**src/rtl/alu_pkg.sv**
```systemverilog
// Shared ALU operation codes and arbiter state encoding.
package alu_pkg;

  // ALU control code; any code not listed below evaluates as an add.
  typedef logic [2:0] alu_op_t;

  localparam alu_op_t ALU_ADD = 3'b000;
  localparam alu_op_t ALU_SUB = 3'b001;
  localparam alu_op_t ALU_AND = 3'b010;
  localparam alu_op_t ALU_OR  = 3'b011;
  localparam alu_op_t ALU_SLT = 3'b101;

  // Arbiter FSM: IDLE accepts one request, RESP holds its result.
  typedef enum logic {
    IDLE = 1'b0,
    RESP = 1'b1
  } arb_state_t;

endpackage : alu_pkg

```
**src/rtl/alu.sv**
```systemverilog
// Combinational ALU: add/sub/and/or/unsigned set-less-than, W-bit wrap.
module alu
  import alu_pkg::*;
#(
  parameter int unsigned W = 32
) (
  input  alu_op_t        op_i,
  input  logic [W-1:0]   a_i,
  input  logic [W-1:0]   b_i,
  output logic [W-1:0]   y_o,
  output logic           zero_o
);

  // Operation select; unlisted codes fall back to add.
  always_comb begin
    y_o = a_i + b_i;
    case (op_i)
      ALU_ADD: y_o = a_i + b_i;
      ALU_SUB: y_o = a_i - b_i;
      ALU_AND: y_o = a_i & b_i;
      ALU_OR:  y_o = a_i | b_i;
      ALU_SLT: y_o = {{(W-1){1'b0}}, (a_i < b_i)};
      default: y_o = a_i + b_i;
    endcase
  end

  assign zero_o = (y_o == '0);

endmodule : alu

```
**src/rtl/alu_arbiter.sv**
```systemverilog
// Round-robin sharing of one ALU between two valid/ready clients.
// One request is accepted in IDLE; its registered result is held in RESP
// until the owning client takes it.
module alu_arbiter
  import alu_pkg::*;
#(
  parameter int unsigned W = 32
) (
  input  logic         clk,
  input  logic         rst_n,

  input  logic         req_valid_0,
  output logic         req_ready_0,
  input  logic [2:0]   req_op_0,
  input  logic [W-1:0] req_a_0,
  input  logic [W-1:0] req_b_0,

  input  logic         req_valid_1,
  output logic         req_ready_1,
  input  logic [2:0]   req_op_1,
  input  logic [W-1:0] req_a_1,
  input  logic [W-1:0] req_b_1,

  output logic         rsp_valid_0,
  input  logic         rsp_ready_0,
  output logic [W-1:0] rsp_data_0,
  output logic         rsp_eq_0,

  output logic         rsp_valid_1,
  input  logic         rsp_ready_1,
  output logic [W-1:0] rsp_data_1,
  output logic         rsp_eq_1,

  output logic         busy
);

  arb_state_t   state_q, state_d;
  logic         prio_q,  prio_d;   // client favoured when both are valid
  logic         owner_q, owner_d;  // client the held result belongs to
  logic [W-1:0] res_q,   res_d;
  logic         eq_q,    eq_d;

  logic         gnt1;
  logic         rdy0, rdy1;
  alu_op_t      alu_op;
  logic [W-1:0] alu_a, alu_b, alu_y;
  logic         alu_zero;

  // Client 1 wins when it is the only requester, or both request and it has priority.
  assign gnt1 = req_valid_1 & (~req_valid_0 | prio_q);

  // Operand mux feeding the shared ALU from the granted client.
  assign alu_op = gnt1 ? req_op_1 : req_op_0;
  assign alu_a  = gnt1 ? req_a_1  : req_a_0;
  assign alu_b  = gnt1 ? req_b_1  : req_b_0;

  alu #(.W(W)) u_alu (
    .op_i   (alu_op),
    .a_i    (alu_a),
    .b_i    (alu_b),
    .y_o    (alu_y),
    .zero_o (alu_zero)
  );

  // State, priority pointer and result registers.
  always_ff @(posedge clk or negedge rst_n) begin
    if (!rst_n) begin
      state_q <= IDLE;
      prio_q  <= 1'b0;
      owner_q <= 1'b0;
      res_q   <= '0;
      eq_q    <= 1'b0;
    end else begin
      state_q <= state_d;
      prio_q  <= prio_d;
      owner_q <= owner_d;
      res_q   <= res_d;
      eq_q    <= eq_d;
    end
  end

  // Next-state logic: grant and capture in IDLE, release on owner acceptance in RESP.
  always_comb begin
    state_d = state_q;
    prio_d  = prio_q;
    owner_d = owner_q;
    res_d   = res_q;
    eq_d    = eq_q;
    rdy0    = 1'b0;
    rdy1    = 1'b0;
    case (state_q)
      IDLE: begin
        rdy0 = req_valid_0 & ~gnt1;
        rdy1 = gnt1;
        if (req_valid_0 | req_valid_1) begin
          state_d = RESP;
          owner_d = gnt1;
          prio_d  = ~gnt1;
          res_d   = alu_y;
          eq_d    = alu_zero;
        end
      end
      RESP: begin
        if (owner_q ? rsp_ready_1 : rsp_ready_0) begin
          state_d = IDLE;
        end
      end
      default: state_d = IDLE;
    endcase
  end

  // Ready is forced low while reset is held, even though state already reads IDLE.
  assign req_ready_0 = rdy0 & rst_n;
  assign req_ready_1 = rdy1 & rst_n;

  assign busy        = (state_q == RESP);
  assign rsp_valid_0 = busy & ~owner_q;
  assign rsp_valid_1 = busy &  owner_q;
  assign rsp_data_0  = rsp_valid_0 ? res_q : '0;
  assign rsp_data_1  = rsp_valid_1 ? res_q : '0;
  assign rsp_eq_0    = rsp_valid_0 & eq_q;
  assign rsp_eq_1    = rsp_valid_1 & eq_q;

endmodule : alu_arbiter
```
**config.mk**
```make
export PLATFORM = sky130hd
export DESIGN_NAME = alu_arbiter
export DESIGN_NICKNAME = d
export VERILOG_FILES = /design/src/rtl/alu_pkg.sv /design/src/rtl/alu.sv /design/src/rtl/alu_arbiter.sv
export SDC_FILE = /design/constraint.sdc
export NUM_CORES = 1
export LEC_CHECK = 0
export ABC_AREA = 1
export BUFFER_PORTS_ARGS = -buffer_cell sky130_fd_sc_hd__buf_2
export CORE_MARGIN = 3
export CORE_UTILIZATION = 30
export CTS_CLUSTER_SIZE = 8
export DETAILED_ROUTE_END_ITERATION = 10
export SYNTH_ARGS = -nofsm -noshare
export SYNTH_HDL_FRONTEND = slang
export SYNTH_HIERARCHICAL = 1
export SYNTH_SLANG_ARGS = --single-unit
```
**constraint.sdc**
```tcl
create_clock -name clk -period 3 [get_ports clk]
set_input_delay 0.45 -clock clk [delete_from_list [all_inputs] [get_ports clk]]
set_output_delay 0.45 -clock clk [all_outputs]
set_load 0.005 [all_outputs]
```
==> results of run 1 <==
[flip-flops by register name (all words and copies together), names as in the netlist]
register,count
res_q,32
owner_q,1
eq_q,1
busy,1
prio_q,1
[placed cells by master, fill, tap and decap left out, drive strengths merged, types with 2 or more instances in the layout]
cell / instances
nand2: 645
buf: 576
inv: 347
nand3: 262
nor2: 203
ha: 97
a21oi: 72
dfrtp: 36
o21ai: 26
nand4: 11
clkbuf: 9
nor3: 9
o2111ai: 7
xor2: 6
and2: 6
o21bai: 4
a211oi: 3
nand3b: 3
clkinv: 2
and3: 2
a21o: 2
fa: 2
[final timing paths]
path | slack (ns) | from | depth (start not counted) | to
worst min register to register | 0.50 | res_q[11] | 2 | res_q[11]
worst max register to register | -0.34 | prio_q | 26 | eq_q
min in group asynchronous | 0.52 | rst_n | 2 | busy
worst min-delay path | 0.45 | rsp_ready_1 | 4 | busy
max in group asynchronous | 1.84 | rst_n | 3 | res_q[2]
worst max-delay path | -0.34 | prio_q | 26 | eq_q
[timing repair]
| item | in CTS | in global routing |
|---|---|---|
| hold endpoints to repair | 1 | 0 |
| pin swaps | 24 | 44 |
| buffers inserted | 9 | 16 |
| hold buffers | 1 | 0 |
| gates resized for setup | 173 | 145 |
| gates cloned | 6 | 3 |
| setup endpoints to repair | 23 | 30 |
[cells in the mapped netlist (5+ instances only)]
cell type    n  share of area
a21oi_1     71          0.037
and2_1       6         0.0039
buf_2       27          0.014
buf_4       16          0.012
buf_6       14          0.016
clkbuf_1    15         0.0059
dfrtp_1     36          0.094
ha_1        97           0.13
inv_1      330           0.13
inv_2       17         0.0066
nand2_1    626           0.24
nand2_2     19          0.012
nand3_1    244           0.13
nand3_2     18          0.019
nand4_1     11         0.0072
nor2_1     176          0.069
nor2_2      23          0.015
nor3_2       5         0.0052
o2111ai_1    7         0.0064
o21ai_0     24          0.012
xor2_1       6         0.0055
[power breakdown]
group          leakage [uW]  switching (uW)  internal, uW
sequential         0.000456             129           701
clock             0.0000766             190           327
combinational       0.00845            5080          3880
[worst max-delay path, delay by kind of cell, from the launching register on]
family	cells	cell delay [ns]
adders and majority gates	1	0.35
and+or+nand+nor	20	1.96
DFF	1	0.38
buffers and inverters	5	0.58
[per-stage QoR]
step	hold WS (ns)	std cells	power [uW]	util	TNS, ns
2_1_floorplan	0.154	1826	4950	-	0
3_3_place_gp	0.268	2691	8240	0.427	-7.31
3_5_place_dp	0.269	2691	8300	0.427	-8.07
4_1_cts	0.442	2715	9620	0.466	-0.691
5_1_grt	0.461	2734	11200	0.488	-3.88
6_report	0.448	2734	10300	0.488	-0.765
[cell families after synthesis]
logic type | after synthesis | synth area share
xor gates and xnor gates | 6 | 0.00547
DFF | 36 | 0.0937
adders and majority gates | 99 | 0.130
AOI/OAI and AO/OA | 119 | 0.0687
buffers and inverters | 423 | 0.186
and+or+nand+nor | 1143 | 0.516
[cell type report]
class,instances,area [um^2],share of cell area
clock inverters,2,10.0,0.000660
inverters,347,1310,0.0861
repair buffers,580,4210,0.277
flip-flops and latches,36,901,0.0594
well taps,396,495,0.0327
clock buffers,6,139,0.00916
multi-input cells,1367,8110,0.535
[routing by layer]
| layer | track usage | up-vias | routed length [um] |
|---|---|---|---|
| li1 | - | 6595 | - |
| met1 | 0.352 | 5849 | 21100 |
| met2 | 0.408 | 449 | 19900 |
| met3 | 0.00884 | 32 | 2630 |
| met4 | 0.0273 | 0 | 423 |
| met5 | 0 | - | 0 |
==> impl.org, run 1 <==
** Routing
- The first detailed-routing pass ran for 6 iterations.
- In the routed design, unresolved DRC markers number 0.
- DRT antenna net count :: 0
- Detailed Route WL :: 44000 um
- The final route contains 12900 vias.
- Dividing the detail-routed wire length by the instance count gives 16.1 um.
- Violation count after the first detailed-routing iteration :: 933
- Vias per Instance :: 4.73

** Global route
- Antenna violations before repair :: 0
- Across every metal layer, demand over resource in global routing totals 0.241.
- First-pass GRT wire length :: 64600 um
- Vias in the first global route :: 11800
- Summed over all layers, the global routing overflow is 0.
- Entering global routing, the biggest net connects 45 pins.

** Synthesis
- Most used flip-flop cell after synthesis :: dfrtp_1
- A synthesized cell averages 5.26 um^2.
- The cell count after synthesis came out at 1826.
- The Yosys step of the flow raised 6 warnings.
- Flip-flop and latch count after synthesis :: 36
- Post-synth EDFFs :: 0
- For this run, the register share of the synthesized area comes to 0.0937.
- The number of nets in the synthesized netlist is 2065.
- Mapped Area :: 9610 um^2
- Counting flops with an async set or reset pin after synthesis yields a share of 1.00.
- Distinct cell type count after synthesis :: 41

** STA
- Pins over their slew limit :: 0
- FMAX :: 299 MHz
- In the finished design, the share of the clock period the worst path needs comes to 1.11.
- Clock period minus worst slack :: 3.34 ns
- Setup violations remaining at the end of the flow were counted as 8.
- Clock Skew :: 0.00582 ns
- Crit path setup slack, layout :: -0.340 ns
- Transition at the pin with the smallest max-transition slack :: 1.08 ns
- Unrepaired setup endpoints after global routing :: yes
- Headroom to the max-slew limit came out at 0.279.
- Endpoints failing hold :: 0

** Critical path
- Critical path data arrival time :: 3.56 ns
- STA classifies the critical path endpoint as a flop.
- By startpoint and endpoint, the worst setup path is classified as reg2reg.
- Maximum fanout along the worst path :: 7
- Crit-path max cell delay :: 0.38 ns
- In this design, the critical path's most frequently occurring cell is nand2_1.
- Worst path required time :: 3.22 ns
- The worst setup path is launched from a flop.
- For this design, the slowest cell found on the critical path is dfrtp_1.

** Place
- Once detailed placement completed, the half-perimeter wirelength came to 35400 um.
- Timing analysis after detailed placement gives a worst setup slack of -0.832 ns.
- Area of placed instances :: 13300 um^2
- The congestion estimate from routability-driven global placement came to 0.975.
- Number of port buffers :: 210

** Status
- The run finished, with violations left.
- Violations in the final reports :: setup timing

** Die
- Row generation in the floorplan step produced 64 rows.
- The initial utilization of the core area, before any placement, comes to 0.309.
- Top Ports :: 211
- The floorplan step defined a core boundary enclosing 31100 um^2.
- In this run the vertical extent of the chip is 185 um.
- The die covers 34200 um^2.
- The die is 185 um wide.

** CTS
- Count of H-tree levels built during CTS :: 2
- Number of sinks driven by the clock tree :: 36
- At the later pin of the worst-skew pair, clock insertion delay measures 0.28 ns.
- Clock-pin slew was measured on the worst setup and hold paths at 0.06 ns.
- Clock root buffer master :: clkbuf_16
- Number of clock buffers inserted by TritonCTS :: 5
- The longest clock path from root to sink contains 2 buffers.
- TritonCTS built the clock tree.

** Cells and area
- Share of layout cells above drive strength 1 :: 0.386
- 0 antenna diodes ended up in the layout.
- Nets :: 2576
- After filler insertion, the fill cell instance count of the layout stands at 3249.
- From synthesis to final layout, the design area changed by 57.7%.
- Final std cell area, no fill :: 15200 um^2

** Worst hold path
- Worst min-delay path class :: in2reg

** Job
- Across the run, the number of max-cap violations was 0.

** Power and ir drop
- Static leakage :: 0.00898 uW
- Power spread over the standard cell area amounts to 680 nW/um^2.
- VDD sags by at most 0.445 mV.
(Power assumes the default switching activity.)
==> run 2: changes to the inputs <==
RECOVER_POWER = 50   (was default)
==> run 2 against run 1 <==
Compared with the run above: the flow still finishes with violations (setup timing); clock power barely moved; cell count did not move; wire length barely moved; critical endpoint unchanged; highest routed layer unchanged.
==> impl.org, run 2 (synthesis results as in run 1) <==
** Status
- Run status :: finished, violations left (unchanged)
- Violations in the final reports :: setup timing (unchanged)

** Global route
- Total congestion overflow :: 0 (unchanged)
- The initial antenna violation count is 0 (unchanged).
- Vias in the first global route :: 11800 (unchanged)
- Pin count of the biggest net entering global routing :: 45 (unchanged)
- First-pass GRT wire length :: 64600 um (unchanged)
- Total track usage :: 0.241 (unchanged)

** Cells and area
- The area growth from synthesis to final layout was 57.5% (was 57.7%).
- The area taken by flip-flops and latches is 901 um^2 (unchanged).
- The multi-input logic area came to 8110 um^2 (unchanged).
- The number of nets in the finished design was 2576 (unchanged).
- Count of antenna diodes in the layout :: 0 (unchanged)
- Commonest non-fill, non-tap cell in the layout :: nand2_1 (unchanged)
- The flip-flop count of the largest register after layout came to 32 (unchanged).
- Share of layout cells above drive strength 1 :: 0.379 (was 0.386)
- The count of filler cells inserted in the layout was 3259 (was 3249).
- Most frequent cells in the layout: nand2_1, buf_4, inv_1, nand3_1, buf_2 (unchanged).
- Final std cell area, no fill :: 15100 um^2 (was 15200 um^2)
- Register with the highest flop count :: res_q (unchanged)
- The share of the core filled with cells came to 0.487 (was 0.488).

** Die
- Placeable core region :: 31100 um^2 (unchanged)
- Width of the die :: 185 um (unchanged)
- Standard-cell row count :: 64 (unchanged)
- The die outline height is 185 um (unchanged).
- The floorplan die area came to 34200 um^2 (unchanged).
- The I/O pin count is 211 (unchanged).
- The starting utilization of the core area was 0.309 (unchanged).

** Place
- Area of placed instances :: 13300 um^2 (unchanged)
- Detailed placement HPWL :: 35400 um (unchanged)
- The weighted congestion reported at the end of routability-driven placement was 0.975 (unchanged).
- Number of port buffers :: 210 (unchanged)

** STA
- The count of final max-slew check failures came to 0 (unchanged).
- Tightest slew margin relative to the limit :: 0.277 (was 0.279)
- Transition at the pin with the smallest max-transition slack :: 1.08 ns (about the same)
- The upper clock frequency limit is 299 MHz (about the same).
- Unrepaired setup endpoints after global routing: yes (unchanged).
- Clock period minus worst slack :: 3.34 ns (about the same)
- The count of endpoints failing setup in the final report is 7 (was 8).
- Setup total negative slack :: -0.744 ns (was -0.765 ns)
- Clock Skew :: 0.00472 ns (was 0.00582 ns)
- Crit path setup slack, layout :: -0.341 ns (was -0.340 ns)
- Ratio of final minimum period to clock period :: 1.11 (about the same)
- The number of endpoints with negative hold slack in the final report is 0 (unchanged).

** CTS
- The number of H-tree levels came to 2 (unchanged).
- Clock root buffer master :: clkbuf_16 (unchanged)
- Later-pin clock latency in the skew report :: 0.28 ns (about the same)
- Clock transition at the registers of the reported paths :: 0.06 ns (about the same)
- Number of sinks driven by the clock tree :: 36 (unchanged)
- The CTS buffer count came to 5 (unchanged).
- The maximum count of clock buffers along a single path is 2 (unchanged).
- The TritonCTS clock tree is built (unchanged).

** Critical path
- The number of buffer and inverter stages on the critical path was 5 (unchanged).
- The largest fanout on the critical path is 7 (unchanged).
- Type of element launching the critical path :: flop (unchanged)
- The startpoint-to-endpoint class of the critical path was reg2reg (unchanged).
- The required time of the critical path is 3.22 ns (about the same).
- The family with the most delay on the worst path was simple AND/OR/NAND/NOR gates (unchanged).
- The arrival time at the worst endpoint was 3.56 ns (about the same).
- The startpoint of the most critical register-to-register path is prio_q (unchanged).
- Worst path slowest cell :: dfrtp_1 (unchanged)
- The critical path endpoint category was a flop (unchanged).
- The longest individual stage delay on the worst path is 0.38 ns (about the same).
- The most frequent cell on the critical path was nand2_1 (unchanged).
- The startpoint of the worst setup timing path is prio_q (unchanged).

** Routing
- Detailed-route via count :: 13000 (was 12900)
- The post-route DRC violation count came to 0 (unchanged).
- Total iterations of the first detailed-routing run :: 6 (unchanged)
- Vias per Instance :: 4.74 (was 4.73)
- Detailed Route WL :: 44100 um (was 44000 um)
- The wire length per cell is 16.1 um (about the same).
- The post-route antenna net violation count came to 0 (unchanged).
- Violation count after the first detailed-routing iteration :: 948 (was 933)

** Worst hold path
- Launch point of the worst hold path :: rsp_ready_1 (unchanged)
- Worst min-delay path class :: in2reg (unchanged)

** Job
- Max Cap Viol :: 0 (unchanged)

** Power and ir drop
- The maximum resistive drop on vdd is 0.445 mV (about the same).
- Static leakage :: 0.00891 uW (was 0.00898 uW)
- The power density over the cells was 680 nW/um^2 (about the same).
[run 2: cell types whose count changed in the layout (fill, tap and decap cells not counted), sizes merged]
cell / change
buf: -21
clkbuf: +21
[run 2: area by class of cell]
| type | instances | area share |
|---|---|---|
| multi-input cells | 1367 | 0.535 |
| repair buffers | 580 | 0.276 |
| inverters | 347 | 0.0862 |
| flip-flops and latches | 36 | 0.0595 |
| well taps | 396 | 0.0327 |
| clock buffers | 6 | 0.00917 |
| clock inverters | 2 | 0.000661 |
[run 2: worst paths after layout]
kind                             end  slack (ns)  cells after the start
hold reg to reg            res_q[11]        0.50                      2
setup / recovery                eq_q       -0.34                     26
hold / removal                  busy        0.44                      4
max in group asynchronous  res_q[17]        1.34                      3
setup reg to reg                eq_q       -0.34                     26
min in group asynchronous       busy        0.56                      2
[run 2: report_power, final]
part	switching (uW)	internal, uW
logic	5080	3870
registers	130	701
clock network	189	327
total	5400	4890
[run 2: through the flow]
| step | setup slack (ns) | power (uW) | instances | hold slack [ns] |
|---|---|---|---|---|
| 2_1_floorplan | 0.0781 | 4950 | 1826 | 0.154 |
| 3_3_place_gp | -0.854 | 8240 | 2691 | 0.268 |
| 3_5_place_dp | -0.832 | 8300 | 2691 | 0.269 |
| 4_1_cts | -0.360 | 9620 | 2715 | 0.442 |
| 5_1_grt | -0.547 | 11100 | 2734 | 0.461 |
| 6_report | -0.341 | 10300 | 2734 | 0.444 |
[run 2: worst min-delay path: cells and delay by family]
kind                   cells  cell delay [ns]
AND/OR/NAND/NOR            2             0.13
buffers and inverters      2             0.10
[run 2: layer usage]
| metal | global-route usage | share of wire |
|---|---|---|
| met5 | 0 | 0 |
| met2 | 0.408 | 0.45 |
| met1 | 0.352 | 0.48 |
| met4 | 0.0273 | 0.0096 |
| met3 | 0.00884 | 0.061 |
[run 2: repair_timing]
action | in CTS | in global routing
hold buffers | 1 | 0
hold endpoints to repair | 1 | 0
pin swaps | 24 | 44
cloned | 6 | 3
gates resized for setup | 173 | 145
setup endpoints to repair | 23 | 30
setup buffers | 9 | 16
